**config.mk**
```make
export PLATFORM = sky130hd
export DESIGN_NAME = sevenseg_scan_ctrl
export DESIGN_NICKNAME = d
export VERILOG_FILES = /design/src/rtl/sevenseg_pkg.sv /design/src/rtl/sevenseg_top.sv /design/src/rtl/sevenseg_scan_ctrl.sv
export SDC_FILE = /design/constraint.sdc
export NUM_CORES = 1
export LEC_CHECK = 0
export BUFFER_PORTS_ARGS = -buffer_cell sky130_fd_sc_hd__buf_2
export CORE_AREA = 2 2 109 90
export CTS_BUF_LIST = sky130_fd_sc_hd__clkbuf_4 sky130_fd_sc_hd__clkbuf_8
export CTS_CLUSTER_SIZE = 40
export DETAILED_ROUTE_END_ITERATION = 8
export DIE_AREA = 0 0 111 92
export MAX_ROUTING_LAYER = met4
export SETUP_SLACK_MARGIN = 0.2
export SLEW_MARGIN = 30
export SYNTH_ARGS = -nofsm -noshare
export SYNTH_HDL_FRONTEND = slang
export SYNTH_SLANG_ARGS = --single-unit
```
**constraint.sdc**
```tcl
create_clock -name clk -period 4.36 [get_ports clk]
set_input_delay 0 -clock clk [delete_from_list [all_inputs] [get_ports clk]]
set_output_delay 0 -clock clk [all_outputs]
set_load 0.05 [all_outputs]
```
**src/rtl/sevenseg_pkg.sv**
```systemverilog
// sevenseg_pkg: scan state enum and active-high segment patterns (bit 6 = a) shared by the display blocks.
package sevenseg_pkg;
   typedef enum logic {BLANK, SHOW} scan_state_e;
   localparam logic [6:0] SEG_0 = 7'b1111110;
   localparam logic [6:0] SEG_1 = 7'b0110000;
   localparam logic [6:0] SEG_2 = 7'b1101101;
   localparam logic [6:0] SEG_3 = 7'b1111001;
   localparam logic [6:0] SEG_4 = 7'b0110011;
   localparam logic [6:0] SEG_5 = 7'b1011011;
   localparam logic [6:0] SEG_6 = 7'b1011111;
   localparam logic [6:0] SEG_7 = 7'b1110000;
   localparam logic [6:0] SEG_8 = 7'b1111111;
   localparam logic [6:0] SEG_9 = 7'b1111011;
endpackage

```
**src/rtl/sevenseg_top.sv**
```systemverilog
// sevenseg_top: combinational BCD to 7-segment decoder; non-decimal nibbles decode dark.
module sevenseg_top
   import sevenseg_pkg::*;
(
   input  logic [3:0] bcd,
   output logic [6:0] seg
);
   always_comb begin
      case (bcd)
         4'd0:    seg = SEG_0;
         4'd1:    seg = SEG_1;
         4'd2:    seg = SEG_2;
         4'd3:    seg = SEG_3;
         4'd4:    seg = SEG_4;
         4'd5:    seg = SEG_5;
         4'd6:    seg = SEG_6;
         4'd7:    seg = SEG_7;
         4'd8:    seg = SEG_8;
         4'd9:    seg = SEG_9;
         default: seg = '0;
      endcase
   end
endmodule

```
**src/rtl/sevenseg_scan_ctrl.sv**
```systemverilog
// sevenseg_scan_ctrl: multiplexed 7-segment scanner with blanked slot start and frame-synchronous display update.
// Define SEVENSEG_LEADING_ZERO_BLANK_EN to darken zero digits above the most significant non-zero digit.
module sevenseg_scan_ctrl
   import sevenseg_pkg::*;
#(
   parameter int NUM_DIGITS  = 4,
   parameter int REFRESH_DIV = 50000,
   parameter int DEAD_CYCLES = 8
) (
   input  logic                    clk,
   input  logic                    rst_n,
   input  logic                    en,
   input  logic [4*NUM_DIGITS-1:0] data,
   input  logic                    load,
   output logic [6:0]              segments,
   output logic [NUM_DIGITS-1:0]   digit_en,
   output logic                    frame_done
);
   localparam int DW = 4 * NUM_DIGITS;
   localparam int CW = $clog2(REFRESH_DIV);
   localparam int IW = $clog2(NUM_DIGITS);
   logic [CW-1:0]         div_cnt, div_nxt;
   logic [IW-1:0]         idx, idx_nxt;
   scan_state_e           st, st_nxt;
   logic [DW-1:0]         disp, disp_nxt, pend, pend_nxt;
   logic                  pend_valid, pv_nxt;
   logic [6:0]            seg_dec, seg_nxt;
   logic [NUM_DIGITS-1:0] den_nxt;
   logic [3:0]            nib;
   logic                  slot_end, wrap, show, dark;
   assign nib = 4'(disp >> {idx, 2'b00});
   sevenseg_top u_dec (.bcd(nib), .seg(seg_dec));
   // Outputs are registered from the current counters, so they trail div_cnt by one clock.
   always_comb begin
      slot_end = en && div_cnt == CW'(REFRESH_DIV - 1);
      wrap     = slot_end && idx == IW'(NUM_DIGITS - 1);
      div_nxt  = (!en || slot_end) ? '0 : div_cnt + CW'(1);
      idx_nxt  = (!en || wrap) ? '0 : slot_end ? idx + IW'(1) : idx;
      st_nxt   = div_nxt < CW'(DEAD_CYCLES) ? BLANK : SHOW;
      pend_nxt = load ? data : pend;
      pv_nxt   = (load || pend_valid) && !wrap;
      disp_nxt = !wrap ? disp : load ? data : pend_valid ? pend : disp;
      show     = en && st == SHOW;
`ifdef SEVENSEG_LEADING_ZERO_BLANK_EN
      dark     = idx != '0 && (disp >> {idx, 2'b00}) == '0;
`else
      dark     = 1'b0;
`endif
      seg_nxt  = (show && !dark) ? seg_dec : '0;
      den_nxt  = show ? NUM_DIGITS'(1) << idx : '0;
   end
   always_ff @(posedge clk or negedge rst_n) begin
      if (!rst_n) begin
         div_cnt    <= '0;
         idx        <= '0;
         st         <= BLANK;
         disp       <= '0;
         pend       <= '0;
         pend_valid <= 1'b0;
         segments   <= '0;
         digit_en   <= '0;
         frame_done <= 1'b0;
      end else begin
         div_cnt    <= div_nxt;
         idx        <= idx_nxt;
         st         <= st_nxt;
         disp       <= disp_nxt;
         pend       <= pend_nxt;
         pend_valid <= pv_nxt;
         segments   <= seg_nxt;
         digit_en   <= den_nxt;
         frame_done <= wrap;
      end
   end
endmodule

```
# Yosys cells after proc, flatten, opt, wreduce, memory -nomap -nowiden
# Memories as Yosys holds them, arrays and structs flattened.
# Index checks and enable logic that the tools add are counted.
op_classes:
  shift: 2
  n_eq_ne: 2
  n_lt_le_gt_ge: 1
  add_sub_neg: 2
  reduce_logical: 12
  muxes: 8
ops:
  columns: ["op", "count"]
  rows:
  - ["$mux W16", 3]
  - ["$add A16 B1 Y16 const B", 1]
  - ["$eq A16 B16 Y1 const B", 1]
  - ["$lt A16 B4 Y1 const B", 1]
  - ["$shr A16 B4 Y4", 1]
  - ["$mux W7", 1]
  - ["$logic_and A1 B1 Y1", 4]
  - ["$mux W2", 2]
  - ["$mux W4", 1]
  - ["$reduce_bool A2 Y1", 2]
  - ["$shl A1 B2 Y4 const A", 1]
  - ["$logic_or A1 B1 Y1", 3]
  - ["$add A2 B1 Y2 const B", 1]
  - ["$eq A2 B2 Y1 const B", 1]
  - ["$logic_not A1 Y1", 2]
  - ["$reduce_and A2 Y1", 1]
  - ["$mux W1", 1]
totals:
  reg_bits: 64
  inputBits: 20
  word_cells: 37
  rom_bits: 112
  n_memories: 1
mem_list:
  columns: ["memory", "depth", "word_bits", "read_ports", "rd_ports_with_merged_regs", "write_ports", "line_no", "rtl"]
  rows:
  - ["(no name shown)", 16, 7, 1, 0, 0, "sevenseg_top.sv:9", "case (bcd)"]

# Depth between registers and ports, before layout
logic_depth:
  depth_word: 6
  depth_mapped: 8
  mapped_depth_nobuf: 7

# By module
# From an unflattened synthesis, not the netlist that was laid out.
unflattened:
  hier_cells: 259
  area_unflattened_um2: 3241.9
by_module_without_submodules:
  columns: ["module", "seq_area_each_um2", "n_inst", "area_each_um2", "cells_each"]
  rows:
  - ["sevenseg_scan_ctrl", 1601.5, 1, 3022.9, 231]
  - ["sevenseg_top", 0.0, 1, 219.0, 28]

# Worst setup path after synthesis
# OpenSTA, ideal clock, no wires.
synth_timing:
  kind: "flip-flop to flip-flop"
  start: "reg div_cnt[4]"
  end: "reg disp[0]"
  period_less_slack_ns: 2.217
  slack_ns: 2.143
  arrival_ns: 2.092
  t_required_ns: 4.235
  path_stages_with_launch: 8
  path_cell_list: "dfrtp_1 > buf_6 > or4b_4 > nor4_4 > and3_4 > o21ai_4 > buf_12 > mux2_4"
synth_via:
  elab_chain_cells: 4
synth_lines:
  columns: ["element", "line_no", "rtl"]
  rows:
  - ["from (decl)", "sevenseg_scan_ctrl.sv:22", "logic [CW-1:0] div_cnt, div_nxt;"]
  - ["from (signal assigned)", "sevenseg_scan_ctrl.sv:64", "div_cnt <= div_nxt;"]
  - ["$eq A16 B16 Y1", "sevenseg_scan_ctrl.sv:35", "slot_end = en && div_cnt == CW'(REFRESH_DIV - 1);"]
  - ["$logic_and A1 B1 Y1", "sevenseg_scan_ctrl.sv:35", null]
  - ["$logic_and A1 B1 Y1", "sevenseg_scan_ctrl.sv:36", "wrap = slot_end && idx == IW'(NUM_DIGITS - 1);"]
  - ["via wrap", "sevenseg_scan_ctrl.sv:30", "logic slot_end, wrap, show, dark;"]
  - ["$reduce_and A2 Y1 (no line)", null, null]
  - ["to (signal assigned)", "sevenseg_scan_ctrl.sv:67", "disp <= disp_nxt;"]
  - ["to (decl)", "sevenseg_scan_ctrl.sv:25", "logic [DW-1:0] disp, disp_nxt, pend, pend_nxt;"]
# The timed path passes the listed nets, and every way through them passes these cells.
# A chain may end at the register's enable or synchronous reset.

# Worst setup path after layout
layout_timing:
  start: "reg div_cnt[4]"
  end: "reg disp[3]"
# Same word-level chain as after synthesis.

==> metrics.sh <==
ASYNC_RESET_FF_FRAC=1.00
MIN_PERIOD_OVER_PERIOD=0.533
YS_SEQ_AREA_FRAC=0.511
INITIAL_CORE_UTIL=0.339
TRITONCTS_CLOCK_TREE='built'
STATUS='finished, final reports clean'
LEFTOVER_OVERFLOW_AT_THE_END_OF_GLOBAL_ROUTING=0
ANTENNA_FOUND_INITIAL=0
SYNTH_ADDER_AREA_SHARE=0.0439
POWER_uW=1150
SYNTH.LIB_CELLS_USED.DISTINCT=45
SYNTH_FP_NETS=292
SYNTH.CELL_AREA_MM2=0.00313
SHARE_OF_POWER_BURNED_IN_COMBINATIONAL_LOGIC=0.059
SYN_AREA_PER_CELL_UM2=12.0
POWER.SHARE.SWITCHING=0.255
STARTPOINT_TO_ENDPOINT_CLASS_OF_THE_CRITICAL_PATH='register to register'
REG2REG_SETUP_SLACK_NS=2.04
FINALMAXSLEWVIOLATIONS=0
PIN_COUNT=32
FIN_NETS=336
SYNTH.AREA.TOP_CELLS='dfrtp_1 51%, mux2_2 7.9%, mux2_4 4.8%'
YOSYSWARNINGCOUNT=0
TOTAL_COUNT_OF_HOLD_CHECK_FAILURES_IN_THE_FINAL_REPORT=0
GP_CONGESTION=0.818
SYNTH_ENABLE_FLOP_CELLS=0
FP.COREAREA_MM2=0.00925
WORSTREG2REGEND='disp[3]'
HOLD_PATH.CLASS='input pin to register'
SYNTH_XOR_AREA_FRAC=0.0531
MULTIINPUTGATEAREA_MM2=0.00140
TIMING.FINAL.SETUP_VIOLATIONS=0
MIN-DELAY-START='load'
DETAILROUTE.VIA_COUNT=1992
POWER_PER_CELL_AREA_mW_PER_MM2=309
GRT_SETUP_UNREPAIRED='no'
TOTAL_SWITCHING_POWER_uW=292
CLK-INSERTION-DELAY-LATE_NS=0.35
NFILLCELLS=882
FIN_TNS_SETUP_NS=0
SETUP.WORST_PATH.START_CLASS='register'
DIE_HEIGHT_UM=92
CRITICAL_PATH.ENDPOINT_TYPE='register'
POST_CTS_SETUP_BUFFER_COUNT=0
SYNTH_COMPOUND_AREA_FRAC=0.0487
WORSTMARGINPINSLEW_NS=0.793
NUM_ANTENNA_CELLS=0
CRITPATHMAXFANOUT=16
DESIGN.DIE.AREA_MM2=0.0102
CTS_BUFFER_DEPTH=2
FRACTION_OF_LAYOUT_CELLS_WITH_A_SIZE_SUFFIX_ABOVE_1=0.294
LAYOUT.CORE_UTILIZATION=0.401
IO_BUFFER_COUNT=31
GRT_MAX_DEGREE=65
OVERALL_GLOBAL_ROUTING_RESOURCE_USAGE=0.129
SYNTH_MOST_COMMON_CELL='dfrtp_1'
R2R.WORST_PATH.CELLS=5
POSTSYNTHREGISTERBITS=64
MUX_CELL_AREA_SHARE_AFTER_SYNTHESIS=0.156
FIN_WORST_SKEW_NS=0.00722
CAP_VIOL_MAX_COUNT=0
SYNTH-SIMPLE-AREA-SHARE=0.147
YOSYSTOPAREACELL='dfrtp_1'
SYN-INSTANCE-COUNT=261
CTS_ROOT_BUFFER='clkbuf_8'
ROUTED_WL_MM=5.70
CORE.ROWCOUNT=32
LAUNCH_POINT_OF_THE_WORST_REG_TO_REG_PATH='div_cnt[4]'
TRITONCTS_NUM_SINKS=64
FP.DIEW_UM=111
VIASPERCELL=4.64
DPL.HPWL_MM=3.82
CRITPATHARRIVALTIME_NS=2.56
WORST_SLEW_MARGIN=0.471
SYN2LAYOUT_AREA_GROWTH_PCT=18.3
DRT_PRE_ANTENNA_ITERS=4
AREA.SEQUENTIAL_MM2=0.00160
DETAIL_ROUTE.DRC_VIOLATIONS=0
POSTLAYOUTCELLAREA_MM2=0.00370
POSTROUTEANTENNANETS=0
GRT_PASS1_WL_MM=10.1
SYNTH_TOP_FAMILY_BY_AREA='multiplexers'
LEAKAGEPOWER_uW=0.00173
DRT-WIRELENGTH-PER-CELL_UM=13.3
CP_DATA_REQUIRED_TIME_NS=4.60
GRT_PASS1_VIAS=2010
DETAILEDROUTE.FIRSTITERATIONVIOLATIONS=109
PLACED_AREA_MM2=0.00334
SYNTH.CELLS.MOST_FREQUENT='64 x dfrtp_1, 30 x nor2_1, 22 x mux2_2'
WORST_SETUP_HOLD_PATH_CLK_SLEW_NS=0.07
CLOCK_GROUP_SHARE_OF_TOTAL_POWER=0.403
CTS_BUFFERS=9
IRDROPWORSTVDD_uV=115
SYNTH.TOP_CELL.AREA_SHARE=0.511
SEQ_POWER_SHARE=0.538
FINALCRITICALPERIOD_NS=2.32
MAXCLOCKFREQUENCY_MHz=431
FIN_WORST_HOLD_SLACK_NS=0.132
CELLINTERNALPOWER_uW=854
CTS-HTREE-LEVELS=3
WORST_HOLD_PATH.ENDPOINT='pend_valid'
SYNTH_FF_TYPE='dfrtp_1'
WHS_PATH_DEPTH=3
==> critical path, cell delays in order (launching register included) <==
cell and delay [ns]:
dfrtp_1 0.47, or4b_4 0.58, nor4_4 0.35, and3_4 0.26, o21ai_4 0.18, mux2_4 0.36
==> per-layer routing <==
layer | vias up | global-route usage | part of all wire | wire length [µm]
li1 | 993 | - | - | -
met1 | 957 | 0.171 | 0.51 | 2900
met2 | 35 | 0.184 | 0.44 | 2490
met3 | 7 | 0.0423 | 0.039 | 222
met4 | 0 | 0.0500 | 0.015 | 88
met5 | - | - | 0 | 0
==> cell type report <==
type	instances	share of cell area
multi-input cells	173	0.379
inverters	7	0.00709
flip-flops and latches	64	0.432
clock inverters	7	0.0155
repair buffers	50	0.0925
clock buffers	9	0.0334
well taps	119	0.0402
==> cells in the final DEF, fill, tap and decap left out, types with 10 or more instances in the layout <==
cell type and n:
ha_1 11, dfrtp_1 64, nor2_1 30, dlygate4sd3_1 18, mux2_4 10, mux2_2 22
buf_2 31, xnor2_1 10
==> timing repair <==
action	in CTS	in global routing
resized for setup	0	0
hold buffers	18	0
endpoints found under the hold margin	81	0
==> worst max-delay path by stage <==
stage	startpoint	endpoint	slack [ns]	cells after the start
2_1_floorplan	div_cnt[4]	disp[0]	2.14	7
3_3_place_gp	div_cnt[4]	disp[14]	2.10	5
3_5_place_dp	div_cnt[4]	disp[3]	2.05	5
4_1_cts	div_cnt[4]	disp[3]	2.04	5
5_1_grt	div_cnt[4]	disp[1]	1.93	5
6_report	div_cnt[4]	disp[3]	2.04	5
==> cells by family after synthesis <==
logic type | Yosys count
compound gates | 23
xor+xnor | 19
fa+ha+maj | 11
buf+inv | 24
flops | 64
mux | 36
simple gates | 84
==> power groups by stage <==
stage	logic, µW	registers (µW)	clock network [µW]
3_3_place_gp	56.4	628	0
2_1_floorplan	29.1	628	0
5_1_grt	76.4	619	507
4_1_cts	69.4	617	477
3_5_place_dp	57.1	629	0
6_report	67.1	617	462
==> registers in the layout, summed over array words and instances, names as in the netlist <==
signal      count
pend           16
div_cnt        16
idx             2
st              1
segments        7
frame_done      1
digit_en        4
disp           16
pend_valid      1
==> through the flow <==
stage	std cells	setup slack [ns]
2_1_floorplan	261	2.14
3_3_place_gp	395	2.10
3_5_place_dp	395	2.05
4_1_cts	429	2.04
5_1_grt	429	1.93
6_report	429	2.04
Power figures use the tool's default switching activity.
